[src/rtl/adc_capture_pkg.sv]
// Shared types and sizing helpers for the parametrised ADC capture array.
package adc_capture_pkg;

  typedef enum logic [1:0] {
    ST_IDLE    = 2'd0,
    ST_CONVERT = 2'd1,
    ST_QUIET   = 2'd2
  } capState_e;

  // Width of the packed multi-channel frame.
  function automatic int frameWidth(input int numCh, input int dataWidth);
    return numCh * dataWidth;
  endfunction

  // Width needed to count every SCLK period of one conversion, including the end value.
  function automatic int bitCntWidth(input int leadBits, input int dataWidth);
    return $clog2(leadBits + dataWidth + 1);
  endfunction

  // Width of a counter that runs 0..maxCount-1, never narrower than one bit.
  function automatic int cntWidth(input int maxCount);
    return (maxCount > 1) ? $clog2(maxCount) : 1;
  endfunction

endpackage

[src/rtl/adc_sclk_gen.sv]
// Serial clock divider: toggles SCLK every CLK_DIV clk cycles while running,
// and flags the cycle just before each registered rising/falling edge.
module adc_sclk_gen
  import adc_capture_pkg::*;
#(
  parameter int CLK_DIV = 2
) (
  input  logic clk,
  input  logic reset,
  input  logic run_i,
  output logic sclk_o,
  output logic rise_o,
  output logic fall_o
);

  localparam int CNT_W = cntWidth(CLK_DIV);
  localparam logic [CNT_W-1:0] LAST_CNT = CNT_W'(CLK_DIV - 1);

  logic [CNT_W-1:0] divCnt_q;
  logic             sclk_q;
  logic             halfDone;

  assign halfDone = run_i && (divCnt_q == LAST_CNT);
  assign rise_o   = halfDone && !sclk_q;
  assign fall_o   = halfDone && sclk_q;
  assign sclk_o   = sclk_q;

  // Divider counter and SCLK register; parked low with a cleared count whenever not running.
  always_ff @(posedge clk) begin
    if (reset || !run_i) begin
      divCnt_q <= '0;
      sclk_q   <= 1'b0;
    end else if (divCnt_q == LAST_CNT) begin
      divCnt_q <= '0;
      sclk_q   <= ~sclk_q;
    end else begin
      divCnt_q <= divCnt_q + 1'b1;
    end
  end

endmodule

[src/rtl/adc_capture_array.sv]
// Lock-step deserialiser for NUM_CH serial ADCs sharing one SCLK and CS,
// publishing each conversion as one packed frame over a valid/ready handshake.
module adc_capture_array
  import adc_capture_pkg::*;
#(
  parameter int NUM_CH     = 6,
  parameter int DATA_WIDTH = 8,
  parameter int LEAD_BITS  = 1,
  parameter int CLK_DIV    = 2,
  parameter int QUIET      = 4
) (
  input  logic                             clk,
  input  logic                             reset,
  input  logic                             enable,
  input  logic                             start,
  input  logic [NUM_CH-1:0]                data_in,
  output logic                             adc_sclk,
  output logic                             adc_cs_n,
  output logic [NUM_CH*DATA_WIDTH-1:0]     frame_data,
  output logic                             frame_valid,
  input  logic                             frame_ready,
  output logic                             overrun,
  output logic [15:0]                      frame_count,
  output logic                             busy
);

  localparam int FRAME_W     = frameWidth(NUM_CH, DATA_WIDTH);
  localparam int TOTAL_BITS  = LEAD_BITS + DATA_WIDTH;
  localparam int BIT_CNT_W   = bitCntWidth(LEAD_BITS, DATA_WIDTH);
  localparam int QUIET_CNT_W = cntWidth(QUIET);
  localparam logic [BIT_CNT_W-1:0]   LAST_BIT   = BIT_CNT_W'(TOTAL_BITS);
  localparam logic [QUIET_CNT_W-1:0] LAST_QUIET = QUIET_CNT_W'(QUIET - 1);

  capState_e              state_q;
  logic                   csN_q;
  logic                   busy_q;
  logic [BIT_CNT_W-1:0]   bitCnt_q;
  logic [QUIET_CNT_W-1:0] quietCnt_q;
  logic [FRAME_W-1:0]     frameData_q;
  logic                   frameValid_q;
  logic                   overrun_q;
  logic [15:0]            frameCount_q;

  logic               sclkRise;
  logic               sclkFall;
  logic               frameDone;
  logic [FRAME_W-1:0] frameShift;

  adc_sclk_gen #(
    .CLK_DIV(CLK_DIV)
  ) uSclkGen (
    .clk   (clk),
    .reset (reset),
    .run_i (state_q == ST_CONVERT),
    .sclk_o(adc_sclk),
    .rise_o(sclkRise),
    .fall_o(sclkFall)
  );

  // The last falling SCLK edge of a conversion is the one that follows the final rising edge.
  assign frameDone = (state_q == ST_CONVERT) && sclkFall && (bitCnt_q == LAST_BIT);

  // Every rising edge shifts MSB-first into each channel; the lead bits simply fall off
  // the top, so after TOTAL_BITS shifts only the last DATA_WIDTH captures remain.
  for (genvar ch = 0; ch < NUM_CH; ch++) begin : gChannel
    logic [DATA_WIDTH-1:0] shift_q;

    // Per-channel deserialiser.
    always_ff @(posedge clk) begin
      if (reset) begin
        shift_q <= '0;
      end else if (sclkRise) begin
        shift_q <= {shift_q[DATA_WIDTH-2:0], data_in[ch]};
      end
    end

    assign frameShift[ch*DATA_WIDTH +: DATA_WIDTH] = shift_q;
  end

  // Conversion sequencer: owns state, chip select, busy and the bit/quiet counters.
  always_ff @(posedge clk) begin
    if (reset) begin
      state_q    <= ST_IDLE;
      csN_q      <= 1'b1;
      busy_q     <= 1'b0;
      bitCnt_q   <= '0;
      quietCnt_q <= '0;
    end else begin
      case (state_q)
        ST_IDLE: begin
          if (enable || start) begin
            state_q  <= ST_CONVERT;
            csN_q    <= 1'b0;
            busy_q   <= 1'b1;
            bitCnt_q <= '0;
          end
        end
        ST_CONVERT: begin
          if (sclkRise) begin
            bitCnt_q <= bitCnt_q + 1'b1;
          end
          if (frameDone) begin
            state_q    <= ST_QUIET;
            csN_q      <= 1'b1;
            quietCnt_q <= '0;
          end
        end
        ST_QUIET: begin
          if (quietCnt_q == LAST_QUIET) begin
            state_q <= ST_IDLE;
            busy_q  <= 1'b0;
          end else begin
            quietCnt_q <= quietCnt_q + 1'b1;
          end
        end
        default: begin
          state_q <= ST_IDLE;
          csN_q   <= 1'b1;
          busy_q  <= 1'b0;
        end
      endcase
    end
  end

  // Output frame register with valid/ready handshake, sticky overrun and frame counter.
  always_ff @(posedge clk) begin
    if (reset) begin
      frameData_q  <= '0;
      frameValid_q <= 1'b0;
      overrun_q    <= 1'b0;
      frameCount_q <= '0;
    end else if (frameDone) begin
      frameData_q  <= frameShift;
      frameValid_q <= 1'b1;
      frameCount_q <= frameCount_q + 16'd1;
      if (frameValid_q && !frame_ready) begin
        overrun_q <= 1'b1;
      end
    end else if (frameValid_q && frame_ready) begin
      frameValid_q <= 1'b0;
    end
  end

  assign adc_cs_n    = csN_q;
  assign busy        = busy_q;
  assign frame_data  = frameData_q;
  assign frame_valid = frameValid_q;
  assign overrun     = overrun_q;
  assign frame_count = frameCount_q;

endmodule

[config.mk]
export PLATFORM = sky130hd
export DESIGN_NAME = adc_capture_array
export DESIGN_NICKNAME = d
export VERILOG_FILES = /design/src/rtl/adc_capture_pkg.sv /design/src/rtl/adc_sclk_gen.sv /design/src/rtl/adc_capture_array.sv
export SDC_FILE = /design/constraint.sdc
export NUM_CORES = 1
export LEC_CHECK = 0
export CAP_MARGIN = 15
export CORE_MARGIN = 5
export CORE_UTILIZATION = 59
export CTS_BUF_LIST = sky130_fd_sc_hd__clkbuf_8
export DETAILED_ROUTE_END_ITERATION = 8
export PLACE_DENSITY = 0.87
export SLEW_MARGIN = 20
export SYNTH_ARGS = -nofsm -noshare
export SYNTH_HDL_FRONTEND = slang
export SYNTH_HIERARCHICAL = 1
export SYNTH_SLANG_ARGS = --single-unit
[constraint.sdc]
create_clock -name clk -period 3.7 [get_ports clk]
set_clock_uncertainty 0.15 [all_clocks]
set_input_delay 0.37 -clock clk [delete_from_list [all_inputs] [get_ports clk]]
set_output_delay 0.37 -clock clk [all_outputs]
set_load 0.01 [all_outputs]
==> results of run 1 <==
-- cells by family after synthesis --
group / after synthesis / share of synthesized area
AOI/OAI and AO/OA: 75 / 0.0827
xor gates and xnor gates: 12 / 0.0222
adders and majority gates: 4 / 0.0106
buffers and inverters: 41 / 0.0362
DFF: 126 / 0.533
muxes: 50 / 0.106
and+or+nand+nor: 224 / 0.210
-- sequential cells by signal, summed over array words and instances, names as in the netlist --
| signal | cells |
|---|---|
| frame_valid | 1 |
| uSclkGen/sclk_o | 1 |
| state_q | 2 |
| overrun | 1 |
| busy | 1 |
| gChannel.shift_q | 48 |
| quietCnt_q | 2 |
| adc_cs_n | 1 |
| frame_data | 48 |
| uSclkGen/divCnt_q | 1 |
| bitCnt_q | 4 |
| frame_count | 16 |
-- layer usage --
| layer | GRT usage | vias to the layer above | part of all wire |
|---|---|---|---|
| met3 | 0.0659 | 11 | 0.053 |
| met5 | 0 | - | 0 |
| met4 | 0.0588 | 0 | 0.0096 |
| met1 | 0.257 | 1801 | 0.44 |
| li1 | - | 1921 | - |
| met2 | 0.354 | 101 | 0.49 |
-- layout make-up --
cell class              count  area [µm²]
inverters                   7        26.3
fillers                   523        1760
multi-input cells         365        2060
clock buffers              19         262
well taps                 102         128
repair buffers             84         826
flip-flops and latches    126        2520
clock inverters            13         188
-- power breakdown --
part / switching [mW] / leakage, nW / total (mW) / internal [mW]
clock: 0.534 / 0.218 / 1.31 / 0.773
combinational: 0.0487 / 0.796 / 0.0814 / 0.0327
sequential: 0.00845 / 1.02 / 1.37 / 1.36
total: 0.591 / 2.03 / 2.76 / 2.17
-- worst paths after layout --
| check | depth (start not counted) | slack (ns) | to |
|---|---|---|---|
| max | 7 | 0.52 | frame_count[12] |
| min | 2 | 0.31 | frame_data[21] |
| max reg2reg | 7 | 0.52 | frame_count[12] |
| min reg2reg | 2 | 0.31 | frame_data[21] |
-- critical path, cell delays in order (launching register included) --
cell,delay (ns)
dfxtp_1,0.52
nand2b_1,0.29
inv_1,0.23
and3_2,0.21
nand4b_1,0.44
or4_4,0.72
or3_1,0.36
a21oi_1,0.16
-- cell usage in the layout, fill, tap and decap left out, types with 3 or more instances in the layout --
cell             count
clkinv_4             3
buf_4                6
a21oi_1             64
clkdlybuf4s50_1     78
nor2_1              73
clkinvlp_4           3
o21ai_0              5
nand2b_1             4
inv_1                7
mux2i_1             50
nand2_1            107
ha_1                 4
or3_1                4
o21bai_1             3
nor4_1               6
xnor2_1             12
clkbuf_8            19
dfxtp_1            126
nand3_1              6
bufinv_16            4
nor3_1               4
==> impl_metrics.yaml, run 1 <==
yosys:
  synthDistinctLibCells: 34
  synth_most_common_cell: "dfxtp_1"
  synth_edf_count: 0
  synthDominantCellAreaShare: 0.533
  ys_ff_latch: 126
  netlist_instances: 532
  netlist_top_cells_count: "126 x dfxtp_1, 108 x nand2_1, 75 x nor2_1"
  yosysSeqAreaShare: 0.533
  synth_nets: 547
  ys_warn_count: 6
  synth_top_cells_by_area: "dfxtp_1 53%, mux2i_1 11%, nand2_1 8.6%"
  syn_avg_cell_area_um2: 8.90
  async_flop_share: 0
  ys.flop_type: "dfxtp_1"
  syn_area_mm2: 0.00474
  synth_area_leader_cell: "dfxtp_1"
floorplanning:
  core_area_mm2: 0.00777
  dieArea_mm2: 0.00992
  initial_core_util: 0.610
  fp.dieW_um: 99.6
  die_h_um: 99.6
  num_io_pins: 80
  num_rows: 32
sta:
  relSlewSlack: 0.316
  tightest_slew_ns: 1.03
  min_period_ns: 3.18
  finalCritPeriodShare: 0.858
  finalSetupViolCount: 0
  rsz0062_at_grt: "false"
  drv_slew: 0
  tns_ns: 0
  fin_ws_ns: 0.524
  fmax_mhz: 315
  hold_ws_ns: 0.306
  hold_violations: 0
clock_tree:
  cts-htree-levels: 4
  path_clk_slew_ns: 0.07
  clkSinkCount: 126
  root_buffer: "clkbuf_8"
  cts_repair_resize_count: 0
  post_cts_buffers: 0
  ctsHoldBuffers: 0
  cts_buffers: 17
  cts.path.max_buffers: 2
  clk_latency_ns: 0.42
  cts_tree: "yes"
finish:
  post-route-util: 0.774
  area_delta_synth_final_pct: 26.9
  insertedDiodeCount: 0
  final_cells: 716
  layout.nets: 616
  fin_area_mm2: 0.00601
  drive_gt1_frac: 0.0782
global_routing:
  grtUsageTotal: 0.209
  overflow: 0
  grt_first_pass_wirelength_mm: 16.9
  antenna_found_initial: 0
  grt_start_max_net_pins: 109
  grt_pass1_vias: 3688
min_path:
  hp-start: "frame_data[21]"
  hold_class: "register to register"
worst_setup_path:
  regToRegStartpoint: "state_q[0]"
  critical_path_required_ns: 3.88
  critPathArrivalTime_ns: 3.36
  cp_max_fo: 12
  crit_path_start_kind: "register"
  critPathKind: "register to register"
  end_kind: "register"
  startpoint: "state_q[0]"
place:
  placed_area_mm2: 0.00556
  pre_cts_ws_ns: 0.569
  portBuffers: 79
  hpwlAfterDp_mm: 6.48
  dpl.cell_count: 684
  gp_congestion: 0.825
power:
  pwr_density_cell_mw_per_mm2: 459
  total_power_mw: 2.76
  p_leak_nw: 2.03
  ir_drop_mv: 0.346
drt:
  drt-initial-drc-count: 205
  via_count: 3834
  via_per_inst: 5.35
  wire_per_inst_um: 13.9
  drc: 0
  drt_wl_total_mm: 9.97
  ant_nets: 0
  dr.pass1.iters: 5
job:
  cap_violations: 0
outcome:
  status: "finished clean"
No activity file was read; power rests on OpenSTA's default activity.
==> inputs of run 2 (changes only) <==
--- a/config.mk
+++ b/config.mk
@@ -11,6 +11,7 @@
 export CTS_BUF_LIST = sky130_fd_sc_hd__clkbuf_8
 export DETAILED_ROUTE_END_ITERATION = 8
 export PLACE_DENSITY = 0.87
+export SETUP_SLACK_MARGIN = 0.4
 export SLEW_MARGIN = 20
 export SYNTH_ARGS = -nofsm -noshare
 export SYNTH_HDL_FRONTEND = slang
==> run 2 against run 1 <==
- count of clock-buffer cells in the layout unchanged
- first-iteration DRC count down 0.49%
- sequential share of layout area down 0.36 points
- highest routed layer unchanged
- non-clock buffer count up 7
- register-to-register slack improved by 0.26 ns
- largest power group unchanged
- setup slack gained 0.26 ns
==> impl_metrics.yaml, run 2 (synthesized netlist as in run 1, its figures left out) <==
clock_tree:
  cts_buffers: 17
  root_buffer: "clkbuf_8"
  cts_tree: "yes"
  path_clk_slew_ns: 0.07
  cts-htree-levels: 4
  post_cts_buffers: 0
  clk_latency_ns: 0.41
  cts_repair_resize_count: 0
  cts.path.max_buffers: 2
  clkSinkCount: 126
  ctsHoldBuffers: 0
global_routing:
  grt_pass1_vias: 3688
  grtUsageTotal: 0.209
  grt-busiest-layer: "met2"
  grt.met1_usage: 0.257
  grt_start_max_net_pins: 109
  overflow: 0
  met2_usage: 0.354
  grt_first_pass_wirelength_mm: 16.9
  antenna_found_initial: 0
  use_met3: 0.0659
worst_setup_path:
  critPathArrivalTime_ns: 3.10
  r2r-end: "frame_count[12]"
  crit_path_start_kind: "register"
  regToRegStartpoint: "state_q[0]"
  reg2reg_depth: 8
  critPathKind: "register to register"
  crit_chain: "nand2b_1, inv_1, and3_2, nand4b_1, buf_4, or4_4, or3_1, a21oi_1"
  regToRegSetupSlack_ns: 0.78
  cpMaxStageDelayCell: "or4_4"
  cp_max_fo: 9
  cpPeakStageDelay_ns: 0.57
  end_kind: "register"
  critical_path_required_ns: 3.88
finish:
  final_common_cell: "dfxtp_1"
  drive_gt1_frac: 0.0886
  post-route-util: 0.781
  fillCellCount: 514
  area_delta_synth_final_pct: 28.0
  layout.nets: 623
  mostFrequentLayoutCells: "126 x dfxtp_1, 107 x nand2_1, 78 x clkdlybuf4s50_1"
  insertedDiodeCount: 0
floorplanning:
  dieArea_mm2: 0.00992
  fp.dieW_um: 99.6
  die_h_um: 99.6
  initial_core_util: 0.610
  core_area_mm2: 0.00777
  num_rows: 32
  num_io_pins: 80
sta:
  finalCritPeriodShare: 0.789
  finalSetupViolCount: 0
  tightest_slew_ns: 1.02
  hold_violations: 0
  drv_slew: 0
  min_period_ns: 2.92
  hold_ws_ns: 0.304
  fin_ws_ns: 0.781
  relSlewSlack: 0.323
  fmax_mhz: 343
  tns_ns: 0
  rsz0062_at_grt: "false"
drt:
  via_per_inst: 5.36
  via_count: 3872
  wire_per_inst_um: 14.2
  ant_nets: 0
  dr.pass1.iters: 6
  drt_wl_total_mm: 10.3
  drc: 0
  drt-initial-drc-count: 204
power:
  pwr_density_cell_mw_per_mm2: 455
  p_leak_nw: 2.06
  ir_drop_mv: 0.348
place:
  portBuffers: 79
  hpwlAfterDp_mm: 6.48
  gp_congestion: 0.825
  pre_cts_ws_ns: 0.569
min_path:
  hp-start: "gChannel[2].shift_q[7]"
  hold_path_end: "frame_data[23]"
  holdPathStages: 2
  hold_class: "register to register"
outcome:
  status: "finished clean"
job:
  cap_violations: 0
[run 2: changes by cell type in the layout (fill, tap and decap cells not counted)]
| cell | previous run | this run |
|---|---|---|
| buf_4 | 6 | 13 |
[run 2: worst max-delay path, delay by kind of cell, from the launching register on]
kind	cells	cell delay, ns
flops	1	0.52
buf+inv	2	0.46
compound gates	1	0.16
simple gates	5	1.56
[run 2: power by group]
part / internal [mW] / leakage [nW] / switching, mW
sequential: 1.36 / 1.02 / 0.00844
combinational: 0.0327 / 0.829 / 0.0492
clock: 0.773 / 0.218 / 0.535
[run 2: per-layer routing]
metal  wire, µm  vias to the layer above  part of all wire
met4         66                        0            0.0064
met2       5170                       96              0.50
li1           -                     1932                 -
met5          0                        -                 0
met1       4550                     1836              0.44
met3        492                        8             0.048
[run 2: final cells by class]
cell class	count	area, µm²	area share
sequential	126	2520	0.416
multi-input combinational	365	2060	0.340
timing repair buffer	91	878	0.145
clock buffer	19	262	0.0431
clock inverter	13	188	0.0310
tap	102	128	0.0210
inverter	7	26.3	0.00433
[run 2: through the flow]
step,cell area [µm²],cells,total power [mW]
global route,6060,723,2.85
floorplan,4740,532,1.46
finish,6060,723,2.76
CTS,6010,716,2.78
detailed placement,5560,684,1.48
global placement,5560,684,1.48
[run 2: worst max path at each step]
stage | slack (ns) | startpoint | end
floorplan | 1.32 | state_q[1] | frame_count[12]
global placement | 0.71 | state_q[0] | frame_count[14]
detailed placement | 0.57 | state_q[0] | frame_count[15]
CTS | 0.55 | state_q[0] | frame_count[12]
global route | 0.60 | state_q[1] | quietCnt_q[1]
finish | 0.78 | state_q[0] | frame_count[12]
